===== config.mk =====
export PLATFORM = sky130hd
export DESIGN_NAME = pipelined_adder
export DESIGN_NICKNAME = d
export VERILOG_FILES = /design/src/rtl/pipelined_adder.sv
export SDC_FILE = /design/constraint.sdc
export NUM_CORES = 1
export LEC_CHECK = 0
export ABC_AREA = 1
export CORE_MARGIN = 2
export CORE_UTILIZATION = 50
export CTS_BUF_LIST = sky130_fd_sc_hd__clkbuf_4 sky130_fd_sc_hd__clkbuf_8 sky130_fd_sc_hd__clkbuf_16
export CTS_CLUSTER_SIZE = 16
export DETAILED_ROUTE_END_ITERATION = 10
export GPL_ROUTABILITY_DRIVEN = 1
export PLACE_DENSITY = 0.77
export SLEW_MARGIN = 20
export SYNTH_ARGS = -nofsm -noshare
export SYNTH_HDL_FRONTEND = slang
export SYNTH_SLANG_ARGS = --single-unit

===== constraint.sdc =====
create_clock -name clk -period 6.6 [get_ports clk]
set_clock_uncertainty 0.2 [all_clocks]
set_input_delay 1.32 -clock clk [delete_from_list [all_inputs] [get_ports clk]]
set_output_delay 1.32 -clock clk [all_outputs]
set_load 0.05 [all_outputs]

===== src/rtl/pipelined_adder.sv =====
// -----------------------------------------------------------------------------
// pipelined_adder
//
// Pipelined add/subtract unit. The carry chain is cut into STAGES = WIDTH/GROUP
// registered stages; stage k resolves bit group k with a GROUP-bit carry
// look-ahead from the carry registered by stage k-1. One operation per cycle is
// accepted under a valid/ready handshake with full backpressure. Results leave
// in issue order.
//
//   add      : {C, answer} = operator_1 +  operator_2 +  operator_3
//   subtract : {C, answer} = operator_1 + ~operator_2 + ~operator_3
//
// Build option:
//   PIPE_ADDER_FLAGS_EN  when defined, adds the V (signed overflow) and
//                        Z (answer == 0) outputs and their registers.
//
// Parameters:
//   WIDTH  operand/result width, must be a multiple of GROUP
//   GROUP  bits resolved per pipeline stage
//
// Ports:
//   clk         clock, all state changes on the rising edge
//   rst         asynchronous active-high reset
//   flush       synchronous, drops every in-flight operation
//   in_valid    operation presented
//   in_ready    unit can accept this cycle (combinational from out_ready)
//   mode        0 = add, 1 = subtract
//   operator_1  first operand
//   operator_2  second operand
//   operator_3  carry-in for add, borrow-in for subtract
//   out_valid   result presented
//   out_ready   consumer accepts result
//   answer      result
//   C           carry-out of the MSB (for subtract, 1 = no borrow)
//   V           signed overflow            (PIPE_ADDER_FLAGS_EN only)
//   Z           answer == 0                (PIPE_ADDER_FLAGS_EN only)
// -----------------------------------------------------------------------------
module pipelined_adder #(
    parameter int WIDTH = 32,
    parameter int GROUP = 8
) (
    input  logic             clk,
    input  logic             rst,
    input  logic             flush,
    input  logic             in_valid,
    output logic             in_ready,
    input  logic             mode,
    input  logic [WIDTH-1:0] operator_1,
    input  logic [WIDTH-1:0] operator_2,
    input  logic             operator_3,
    output logic             out_valid,
    input  logic             out_ready,
    output logic [WIDTH-1:0] answer,
    output logic             C
`ifdef PIPE_ADDER_FLAGS_EN
    ,
    output logic             V,
    output logic             Z
`endif
);

    localparam int STAGES = WIDTH / GROUP;
    // Intermediate data registers exist for stages 0..STAGES-2; the last
    // stage's data lives in the output registers.
    localparam int PIPE_DEPTH = (STAGES > 1) ? STAGES - 1 : 1;

    // Per-stage payload. 'a' and 'b' carry the full operands forward (the
    // already-consumed low groups are never read again); 'res' collects the
    // resolved low groups; 'carry' is the carry into the next group.
    typedef struct packed {
        logic [WIDTH-1:0] a;
        logic [WIDTH-1:0] b;
        logic [WIDTH-1:0] res;
        logic             carry;
    } stage_t;

    stage_t             pipe_q    [PIPE_DEPTH];
    stage_t             src_stage [STAGES];
    stage_t             nxt_stage [STAGES];
    logic [STAGES-1:0]  valid_q;
    logic [STAGES-1:0]  src_valid;
    logic [STAGES-1:0]  adv;

    logic [WIDTH-1:0]   answer_q;
    logic               c_q;
`ifdef PIPE_ADDER_FLAGS_EN
    logic               v_q;
    logic               z_q;
`endif

    // GROUP-bit look-ahead add. Every carry is expanded directly from the bit
    // generate/propagate terms and the group carry-in, so no carry ripples
    // from one bit to the next. Returns {carry_out, sum}.
    function automatic logic [GROUP:0] group_add(
        input logic [GROUP-1:0] a,
        input logic [GROUP-1:0] b,
        input logic             cin
    );
        logic [GROUP-1:0] g;
        logic [GROUP-1:0] p;
        logic [GROUP:0]   c;
        logic             term;
        // NOTE: blocking assignments here (and in always_comb) because each
        // line consumes the value computed just above it; only always_ff
        // blocks use non-blocking assignments.
        g    = a & b;
        p    = a ^ b;
        c    = '0;
        c[0] = cin;
        for (int i = 0; i < GROUP; i++) begin
            term = cin;
            for (int j = 0; j <= i; j++) term = term & p[j];
            c[i+1] = term;
            for (int j = 0; j <= i; j++) begin
                term = g[j];
                for (int m = j + 1; m <= i; m++) term = term & p[m];
                c[i+1] = c[i+1] | term;
            end
        end
        return {c[GROUP], p ^ c[GROUP-1:0]};
    endfunction

    // Advance chain, evaluated from the output backwards: a stage may load
    // when it is empty or when its content moves on this cycle.
    always_comb begin
        logic nxt;
        adv = '0;
        nxt = !valid_q[STAGES-1] || out_ready;
        adv[STAGES-1] = nxt;
        for (int k = STAGES - 2; k >= 0; k--) begin
            nxt    = !valid_q[k] || nxt;
            adv[k] = nxt;
        end
    end

    assign in_ready = adv[0];

    // Stage inputs and the group each stage resolves.
    always_comb begin
        // NOTE: every combinational output gets a default before any
        // conditional/loop assignment so no latch can be inferred.
        src_stage = '{default: '0};
        nxt_stage = '{default: '0};
        src_valid = '0;

        // Stage 0 applies the subtract inversion to operand 2 and the
        // carry-in (borrow-in 1 becomes carry-in 0).
        src_stage[0].a     = operator_1;
        src_stage[0].b     = mode ? ~operator_2 : operator_2;
        src_stage[0].res   = '0;
        src_stage[0].carry = operator_3 ^ mode;
        src_valid[0]       = in_valid;

        for (int k = 1; k < STAGES; k++) begin
            src_stage[k] = pipe_q[k-1];
            src_valid[k] = valid_q[k-1];
        end

        for (int k = 0; k < STAGES; k++) begin
            nxt_stage[k] = src_stage[k];
            {nxt_stage[k].carry, nxt_stage[k].res[k*GROUP +: GROUP]} =
                group_add(src_stage[k].a[k*GROUP +: GROUP],
                          src_stage[k].b[k*GROUP +: GROUP],
                          src_stage[k].carry);
        end
    end

    // Valid bits and output registers. Flush clears only the valid bits, and
    // wins over a same-cycle input transfer.
    always_ff @(posedge clk or posedge rst) begin
        if (rst) begin
            valid_q  <= '0;
            answer_q <= '0;
            c_q      <= 1'b0;
`ifdef PIPE_ADDER_FLAGS_EN
            v_q      <= 1'b0;
            z_q      <= 1'b0;
`endif
        end else begin
            for (int k = 0; k < STAGES; k++) begin
                if (flush)       valid_q[k] <= 1'b0;
                else if (adv[k]) valid_q[k] <= src_valid[k];
            end
            // Output registers only load with a real operation, so they hold
            // steady while stalled and across bubbles.
            if (adv[STAGES-1] && src_valid[STAGES-1]) begin
                answer_q <= nxt_stage[STAGES-1].res;
                c_q      <= nxt_stage[STAGES-1].carry;
`ifdef PIPE_ADDER_FLAGS_EN
                v_q      <= (nxt_stage[STAGES-1].a[WIDTH-1] == nxt_stage[STAGES-1].b[WIDTH-1]) &&
                            (nxt_stage[STAGES-1].res[WIDTH-1] != nxt_stage[STAGES-1].a[WIDTH-1]);
                z_q      <= (nxt_stage[STAGES-1].res == '0);
`endif
            end
        end
    end

    // NOTE: intermediate data registers are deliberately not reset; their
    // contents are ignored whenever the matching valid bit is 0, so reset
    // only needs to reach the valid bits and the visible outputs.
    always_ff @(posedge clk) begin
        for (int k = 0; k < STAGES - 1; k++) begin
            if (adv[k] && src_valid[k]) pipe_q[k] <= nxt_stage[k];
        end
    end

    assign out_valid = valid_q[STAGES-1];
    assign answer    = answer_q;
    assign C         = c_q;
`ifdef PIPE_ADDER_FLAGS_EN
    assign V         = v_q;
    assign Z         = z_q;
`endif

endmodule


==> summary.txt, run 1 <==
MIN PATH
------------------------------------------------------------------------------------------
Destination of the worst hold path                                            pipe_q[0][148]
Class of the most critical hold timing path                                     reg -> reg
Hold depth                                                                               0
Hold Crit Start                                                               pipe_q[0][51]

RUN STATUS
------------------------------------------------------------------------------------------
Status                                                                        finished clean

POWER
------------------------------------------------------------------------------------------
Power density over cell area                                                    306 mW/mm2
Fraction of power spent switching nets                                               26.0%
Combinational share of power                                                         17.3%
Maximum resistive drop on vdd                                                       193 uV
Proportion of power drawn by flip-flops and latches                                  48.4%
Internal portion of total power                                                    2170 uW
Relative contribution of the clock network to total power                            34.3%
Static Leak                                                                     0.00385 uW
NetSw                                                                               761 uW

PLACE
------------------------------------------------------------------------------------------
Global placer's final weighted congestion                                            0.822
Post-detail-place hpwl                                                             8.67 mm
Place WS                                                                           1.73 ns
Port Buffer Count                                                                      105

CRITICAL PATH
------------------------------------------------------------------------------------------
Worst setup EP type                                                           primary output
Max stage delay on crit path                                                       0.70 ns
Category of the worst setup path launch point                                 primary input
Top fanout value on the critical path                                                    3
Crit Reg-Reg Endpoint                                                         pipe_q[0][112]
Cells traversed along the worst timing path                                   clkdlybuf4s50_1, nor2_1, inv_1, nor2_1, inv_2, nor2_1, inv_1, nor2_1, inv_1, clkdlybuf4s50_1
Reg-to-reg slack, setup                                                            4.38 ns
Crit path arrival time                                                             3.35 ns
Count of cells along the worst register-to-register path                                11
Required time of the critical path                                                 5.08 ns
RR Startpoint                                                                 pipe_q[0][41]
Cell with the biggest individual delay on the critical path                   sky130_fd_sc_hd__clkdlybuf4s50_1
Critical path class                                                              in -> out
Crit path buffers/inverters                                                              6
Most prevalent standard cell on the critical path                             sky130_fd_sc_hd__nor2_1
Top delay family on crit path                                                 buffers and inverters

SYNTH
------------------------------------------------------------------------------------------
Fraction of synthesized cell area in xor and xnor cells                              6.39%
Yosys top cell area share                                                            56.9%
Seq/Total Area, Yosys                                                                68.8%
FF+latch count, synth                                                                  184
Yosys warning count                                                                      0
Simple-gate portion of the synthesized area                                          13.4%
Main combinational cell family by area after synthesis                        simple AND/OR/NAND/NOR gates
Average footprint of a synthesized cell                                           13.3 um2
Synthesized cell area                                                          0.00776 mm2
Count of cell types in the netlist                                                      27
Cells after Synth                                                                      582
Largest cells by area after synthesis                                         sky130_fd_sc_hd__edfxtp_1 57%, sky130_fd_sc_hd__dfrtp_1 12%, sky130_fd_sc_hd__nand2_1 6.2%, sky130_fd_sc_hd__ha_1 5.8%, sky130_fd_sc_hd__xor2_1 4.7%
Share of synthesized cell area in full adder, half adder and majority cells          6.84%
Biggest area consumer among synthesized cells                                 sky130_fd_sc_hd__edfxtp_1
Total nets after synthesis                                                             693
Multiplexer share of the synthesized area                                               0%
Area fraction in compound gates after synthesis                                     0.774%

CLOCKING
------------------------------------------------------------------------------------------
Reg clk slew, reported paths                                                       0.06 ns
Number of cells upsized or downsized after cts                                           0
Num Clock Sinks                                                                        184
Htree depth                                                                              4
Longest Clk Path Bufs                                                                    2
Hold buffer count at cts                                                                 0
TritonCTS buffer count                                                                  17
Clock Latency Late Sink                                                            0.42 ns
Clk Tree Root Cell                                                            sky130_fd_sc_hd__clkbuf_16
Clock tree from TritonCTS                                                              yes
Post CTS Setup Buffer Count                                                              0

ROUTE
------------------------------------------------------------------------------------------
Vias per inst                                                                         4.89
Final routed wire length divided by cell count                                     13.7 um
DRT iter0 DRCs                                                                         239
Via count                                                                             4363
DRT antenna net count                                                                    0
Final wirelength                                                                   12.2 mm
Final routed DRC violation total                                                         0
DR pass1 iterations                                                                      6

STA
------------------------------------------------------------------------------------------
Final slew viol count                                                                    0
Slew of the pin with the lowest slew margin                                        1.00 ns
Setup violations, final                                                                  0
Fin worst setup slack                                                              1.73 ns
Count of endpoints failing hold in the final timing report                               0
RSZ-0062 raised after global routing                                                 false
Ratio of final minimum period to clock period                                        73.8%
Fin crit period                                                                    4.87 ns
Final-layout setup total negative slack                                               0 ns
Fmax                                                                             0.205 GHz
Slew Limit Headroom                                                                  33.1%

FLOW RUN
------------------------------------------------------------------------------------------
Max-cap viol count                                                                       0

FLOORPLANNING
------------------------------------------------------------------------------------------
Initial standard-cell utilization of the core                                        51.0%
Die width                                                                           129 um
Vertical extent of the die                                                          129 um
IO Count                                                                               106
Placeable Area                                                                  0.0152 mm2
Number of rows in the core area                                                         45
Overall die area                                                                0.0165 mm2

GLOBAL ROUTE
------------------------------------------------------------------------------------------
Vias in the first global route                                                        4234
Total global routing overflow                                                            0
Total routing resource utilization after global routing                              15.5%
Global-route wire length before repair                                             19.5 mm
Largest net degree at the start of global routing                                       58
Initial antenna violation count                                                          0

FINISH
------------------------------------------------------------------------------------------
Fraction of final layout cells sized beyond drive strength 1                         11.1%
NumNets Final                                                                          802
Leading cell type in the layout, fill and taps excluded                       sky130_fd_sc_hd__edfxtp_1
Most frequent cells in the layout                                             147 x sky130_fd_sc_hd__edfxtp_1, 128 x sky130_fd_sc_hd__nand2_1, 104 x sky130_fd_sc_hd__clkdlybuf4s50_1
Layout area overhead                                                                 23.4%
Count of antenna diodes in the layout                                                    0

==> synth_stat cells <==
cell type	count
sky130_fd_sc_hd__o21ai_1	2
sky130_fd_sc_hd__xor2_1	42
sky130_fd_sc_hd__a21oi_1	5
sky130_fd_sc_hd__inv_2	4
sky130_fd_sc_hd__xor2_2	3
sky130_fd_sc_hd__nand2_4	3
sky130_fd_sc_hd__nand3b_1	1
sky130_fd_sc_hd__buf_2	11
sky130_fd_sc_hd__inv_1	46
sky130_fd_sc_hd__dfrtp_1	37
sky130_fd_sc_hd__edfxtp_1	147
sky130_fd_sc_hd__nor2_1	23
sky130_fd_sc_hd__clkbuf_1	5
sky130_fd_sc_hd__nor3_1	4
sky130_fd_sc_hd__nand4_1	12
sky130_fd_sc_hd__nand3_1	19
sky130_fd_sc_hd__ha_1	36
sky130_fd_sc_hd__nand3_2	4
sky130_fd_sc_hd__nor3b_1	3
sky130_fd_sc_hd__xnor2_1	9
sky130_fd_sc_hd__nand2_1	128
sky130_fd_sc_hd__buf_4	2
sky130_fd_sc_hd__fa_1	4
sky130_fd_sc_hd__o21ai_0	5
sky130_fd_sc_hd__nand4_2	3
sky130_fd_sc_hd__nand2_2	23
sky130_fd_sc_hd__clkbuf_8	1
==> routing by layer <==
| layer | track usage (%) | vias up | routed length (um) |
|---|---|---|---|
| li1 | - | 2172 | - |
| met1 | 18.3 | 2055 | 5100 |
| met2 | 27.1 | 121 | 6310 |
| met3 | 4.12 | 15 | 588 |
| met4 | 6.71 | 0 | 229 |
| met5 | 0 | - | 0 |
==> final cells by class <==
class                           instances  area, um2
Tap cell                              188        235
Clock buffer                           19        447
Clock inverter                         13        153
Timing Repair Buffer                  109       1080
Fill cell                            1145       5630
Sequential cell                       184       5340
Multi-Input combinational cell        329       2140
Inverter                               50        188
==> stage by stage <==
step	utilization, %	hold WS (ns)	total power (uW)	instance area [um2]	std cells
floorplan	-	0.200	1770	7760	582
global route	63.0	0.221	3060	9580	892
global placement	59.1	0.200	1930	8980	860
CTS	63.0	0.219	2970	9580	892
detailed placement	59.1	0.205	1960	8980	860
finish	63.0	0.217	2930	9580	892
==> power groups by stage <==
stage,combinational (uW),sequential [uW],clock (uW)
2_1_floorplan,188,1580,0
3_3_place_gp,495,1440,0
3_5_place_dp,512,1440,0
4_1_cts,513,1420,1030
5_1_grt,547,1430,1080
6_report,508,1420,1010
==> flip-flops by register name, summed over array words and instances (netlist names) <==
| register | flops |
|---|---|
| valid_q | 4 |
| C | 1 |
| answer | 32 |
| pipe_q | 147 |
==> worst max path at each step <==
stage,startpoint,endpoint,slack (ns),cells after the start
floorplan,out_ready,pipe_q[0][0],1.86,8
global placement,out_ready,in_ready,1.85,10
detailed placement,out_ready,in_ready,1.73,10
CTS,out_ready,in_ready,1.73,10
global route,out_ready,in_ready,1.61,10
finish,out_ready,in_ready,1.73,10
==> worst reg2reg max path: cells and delay by family, from the launching register on <==
| kind | cells | cell delay (ns) |
|---|---|---|
| DFF | 1 | 0.42 |
| adders and majority gates | 2 | 0.54 |
| and+or+nand+nor | 8 | 0.68 |
| xor gates and xnor gates | 1 | 0.13 |
==> cells by family (layout without fill, tap and decap cells) <==
family,after synthesis,count (layout)
AND/OR/NAND/NOR,223,223
flip-flops,184,184
buffers and inverters,69,191
XOR/XNOR,54,54
adder cells (fa/ha/maj),40,40
AO/OA/AOI/OAI,12,12
Note: power is estimated with default switching activity, not from simulation.
==> run 2: changes to the inputs <==
- CORE_UTILIZATION: 50 -> 49
- PLACE_DENSITY: 0.77 -> 0.78
- clock period: 6.6 -> 4.3 ns (I/O delays scaled with it)
==> summary.txt, run 2 (same netlist as run 1, synthesis figures left out) <==
ROUTE
---------------------------------------------------------------------------
DR pass1 iterations                                                       4
Final routed wire length divided by cell count                      13.7 um
Final wirelength                                                    12.6 mm
Vias per inst                                                          4.80
DRT antenna net count                                                     0
Final routed DRC violation total                                          0
DRT iter0 DRCs                                                          237
Via count                                                              4406

GLOBAL ROUTE
---------------------------------------------------------------------------
Global-route wire length before repair                              20.4 mm
Initial antenna violation count                                           0
Total global routing overflow                                             0
Largest net degree at the start of global routing                        50
Total routing resource utilization after global routing               16.0%
Vias in the first global route                                         4393

PLACE
---------------------------------------------------------------------------
Global placer's final weighted congestion                             0.783
Place WS                                                           0.339 ns
Post-detail-place hpwl                                              9.18 mm
Port Buffer Count                                                       105

FINISH
---------------------------------------------------------------------------
Max reg flops                                                           147
Most frequent cells in the layout                              147 x sky130_fd_sc_hd__edfxtp_1, 128 x sky130_fd_sc_hd__nand2_1, 104 x sky130_fd_sc_hd__clkdlybuf4s50_1
NumNets Final                                                           805
Leading cell type in the layout, fill and taps excluded        sky130_fd_sc_hd__edfxtp_1
Area used by sequential logic in the layout                     0.00534 mm2
Count of antenna diodes in the layout                                     0
Fraction of final layout cells sized beyond drive strength 1          11.7%
Number of inserted filler cells in the final layout                    1156
Layout area overhead                                                  24.4%
Area taken by multi-input logic gates                           0.00214 mm2
Register ranked first by flip-flop count                             pipe_q

CRITICAL PATH
---------------------------------------------------------------------------
Crit path arrival time                                              2.89 ns
Count of cells along the worst register-to-register path                 11
Top fanout value on the critical path                                     3
Category of the worst setup path launch point                  primary input
Worst setup EP type                                            primary output
Critical path class                                               in -> out
Required time of the critical path                                  3.24 ns

CLOCKING
---------------------------------------------------------------------------
Htree depth                                                               4
TritonCTS buffer count                                                   17
Num Clock Sinks                                                         184
Clock tree from TritonCTS                                               yes
Clk Tree Root Cell                                             sky130_fd_sc_hd__clkbuf_16
Number of cells upsized or downsized after cts                            0
Post CTS Setup Buffer Count                                               0
Reg clk slew, reported paths                                        0.07 ns
Clock Latency Late Sink                                             0.42 ns
Longest Clk Path Bufs                                                     2
Hold buffer count at cts                                                  0

POWER
---------------------------------------------------------------------------
Fraction of power spent switching nets                                26.6%
Power density over cell area                                     469 mW/mm2
Proportion of power drawn by flip-flops and latches                   48.3%
Maximum resistive drop on vdd                                        317 uV
Static Leak                                                      0.00387 uW
NetSw                                                               1200 uW
Relative contribution of the clock network to total power             34.5%
Combinational share of power                                          17.1%
Internal portion of total power                                     3320 uW

FLOORPLANNING
---------------------------------------------------------------------------
Overall die area                                                 0.0169 mm2
Number of rows in the core area                                          45
Die width                                                            130 um
Vertical extent of the die                                           130 um
Placeable Area                                                   0.0153 mm2
IO Count                                                                106
Initial standard-cell utilization of the core                         50.7%

RUN STATUS
---------------------------------------------------------------------------
Status                                                         finished clean

STA
---------------------------------------------------------------------------
Slew Limit Headroom                                                   58.1%
Slew of the pin with the lowest slew margin                        0.629 ns
Setup violations, final                                                   0
Ratio of final minimum period to clock period                         91.9%
Final-layout setup total negative slack                                0 ns
Fin crit period                                                     3.95 ns
RSZ-0062 raised after global routing                                  false
Fin worst setup slack                                              0.350 ns
Fmax                                                              0.253 GHz
Final slew viol count                                                     0
Count of endpoints failing hold in the final timing report                0

MIN PATH
---------------------------------------------------------------------------
Hold depth                                                                0
Class of the most critical hold timing path                      reg -> reg

FLOW RUN
---------------------------------------------------------------------------
Max-cap viol count                                                        0

==> run 2: path summary, 6_finish.rpt <==
kind	from	to	slack, ns
max	out_ready	in_ready	0.35
min	pipe_q[0][95]	pipe_q[0][192]	0.22
max reg2reg	pipe_q[0][146]	pipe_q[0][217]	2.04
min reg2reg	pipe_q[0][95]	pipe_q[0][192]	0.22
max in group asynchronous	rst	answer[12]	2.90
min in group asynchronous	rst	answer[27]	0.66
==> run 2: stage by stage <==
stage	area [um2]	cells	power [uW]	utilization, %	hold slack, ns
after floorplan	7760	582	2720	-	0.200
after global placement	9040	886	2970	59.0	0.201
after detailed placement	9040	886	3010	59.0	0.205
after CTS	9650	918	4570	63.0	0.216
after global routing	9650	918	4710	63.0	0.222
final	9650	918	4520	63.0	0.216
==> run 2: layout make-up <==
cell class	count	area share, %
clock inverters	12	1.46
repair buffers	112	11.5
inverters	50	1.94
well taps	211	2.73
multi-input cells	329	22.1
flip-flops and latches	184	55.3
clock buffers	20	4.89
==> run 2: layer usage <==
layer	up-vias	global-route usage [%]	wire, um
met1	2091	19.7	5430
met5	-	0	0
met2	121	27.4	6380
met4	0	6.58	240
li1	2174	-	-
met3	20	3.90	533
==> run 2: critical path: stages <==
cell                              delay [ns]
sky130_fd_sc_hd__clkdlybuf4s50_1        0.40
sky130_fd_sc_hd__nor2_1                 0.19
sky130_fd_sc_hd__inv_1                  0.08
sky130_fd_sc_hd__nor2_1                 0.14
sky130_fd_sc_hd__inv_2                  0.06
sky130_fd_sc_hd__nor2_1                 0.08
sky130_fd_sc_hd__inv_1                  0.07
sky130_fd_sc_hd__nor2_1                 0.20
sky130_fd_sc_hd__inv_1                  0.09
sky130_fd_sc_hd__clkdlybuf4s50_1        0.71
==> run 2: power groups by stage <==
stage | sequential, uW | clock, uW | combinational [uW]
floorplan | 2430 | 0 | 288
global placement | 2210 | 0 | 758
detailed placement | 2220 | 0 | 782
CTS | 2190 | 1600 | 783
global route | 2200 | 1670 | 841
finish | 2190 | 1560 | 775
==> variant: new RTL, config.mk and constraints of run 2 <==
Set the parameter `GROUP` to 16 (it was 8).
--- a/src/rtl/pipelined_adder.sv
+++ b/src/rtl/pipelined_adder.sv
@@ -37,7 +37,7 @@
 // -----------------------------------------------------------------------------
 module pipelined_adder #(
     parameter int WIDTH = 32,
-    parameter int GROUP = 8
+    parameter int GROUP = 16
 ) (
     input  logic             clk,
     input  logic             rst,
Function: changed (Yosys sat finds a counterexample within 4 cycles, from zero or initial values and one cycle with rst high).
==> variant against run 2 <==
  * Non-clock buffer count fell by 3
  * Power fell by 43%
  * Sequential power fell by 52%
  * Combinational power rose by 15%
  * Utilization rose by 2.7 points
  * Cell count fell by 20%
  * Final area fell by 37%
  * Wire length fell by 21%
  * Worst setup slack improved by 610 ps
  * Area after synthesis fell by 40%
  * Sequential cell count fell by 100
  * Sequential share of layout area fell by 17 points
  * Largest cell class unchanged
  * Highest routed layer unchanged
==> variant: results (changes against run 2) <==
Run status
  – Status: finished clean

Place
  – GPL Wtd Cong: 0.9227 (+18%)
  – DP Wirelength: 7490 um (-18%)

Synth
  – Main area contributors after synthesis: edfxtp_1 31%, dfrtp_1 19%, nand2_1 12%
  – Sequential area share after synthesis: 50.20% (-19 points)
  – Top cells by count, synth: 146 x nand2_1, 49 x edfxtp_1, 45 x inv_1
  – Yosys cell types: 34 (+26%)
  – Syn_nets: 604 (-13%)
  – Ys async rst share: 41.67% (+22 points)

Cells and area
  – Footprint of the multi-input gates: 0.002063 mm^2 (-3.5%)
  – Fillcell total: 765 (-34%)
  – Non-clock buffers, area share: 17.72% (+6.2 points)
  – Largest register FFs: 49 (-67%)
  – Fin nets: 710 (-12%)
  – Share of cells above drive strength 1: 6.579% (-5.2 points)
  – Register area: 0.002347 mm^2 (-56%)
  – Clkbuf count: 11 (-45%)
  – Non-clk bufs: 109 (-2.7%)

Power
  – Lkg Pwr: 2.751 nW (-29%)
  – Pwr Density: 425.9 mW/mm^2 (-9.1%)
  – Sw Share: 35.02% (+8.5 points)
  – Logic pwr share: 34.5% (+17 points)

CTS
  – Later-pin clock latency in the skew report: 350 ps (-70 ps)
  – CTS root buffer: clkbuf_8
  – Sink Count: 84 (-54%)
  – H-tree Lvls: 3 (-1)

Global route
  – M3 GR Usage: 3.865% (-0.030 points)
  – Met1 Use GR: 22.49% (+2.8 points)

Worst setup path
  – R2r worst-path depth: 18 (+7)
  – Internal reg-to-reg setup slack: 1830 ps (-210 ps)
  – Reg2Reg Capture Point: C$_DFFE_PP0P_

Timing
  – WHS: 245.5 ps (+29.72 ps)

Min path
  – Hold_sp: pipe_q[0][1]$_DFFE_PP_
[variant: kinds of logic (layout without fill, tap and decap cells)]
| kind of cell | Yosys count | after routing | share of synthesized area (%) |
|---|---|---|---|
| buffers and inverters | 65 | 176 | 5.673 |
| AOI/OAI and AO/OA | 32 | 32 | 3.987 |
| and+or+nand+nor | 232 | 232 | 21.19 |
| DFF | 84 | 84 | 50.20 |
| adders and majority gates | 36 | 36 | 9.955 |
| xor gates and xnor gates | 48 | 48 | 8.991 |
[variant: through the flow]
| step | std cells | worst slack [ps] | area [um^2] | util [%] |
|---|---|---|---|---|
| finish | 737 | 958.7 | 6072 | 65.71 |
| detailed placement | 721 | 708.4 | 5842 | 63.22 |
| global placement | 721 | 843.9 | 5842 | 63.22 |
| CTS | 737 | 953.5 | 6072 | 65.71 |
| floorplan | 497 | 1118 | 4676 | - |
| global route | 737 | 773.9 | 6072 | 65.71 |
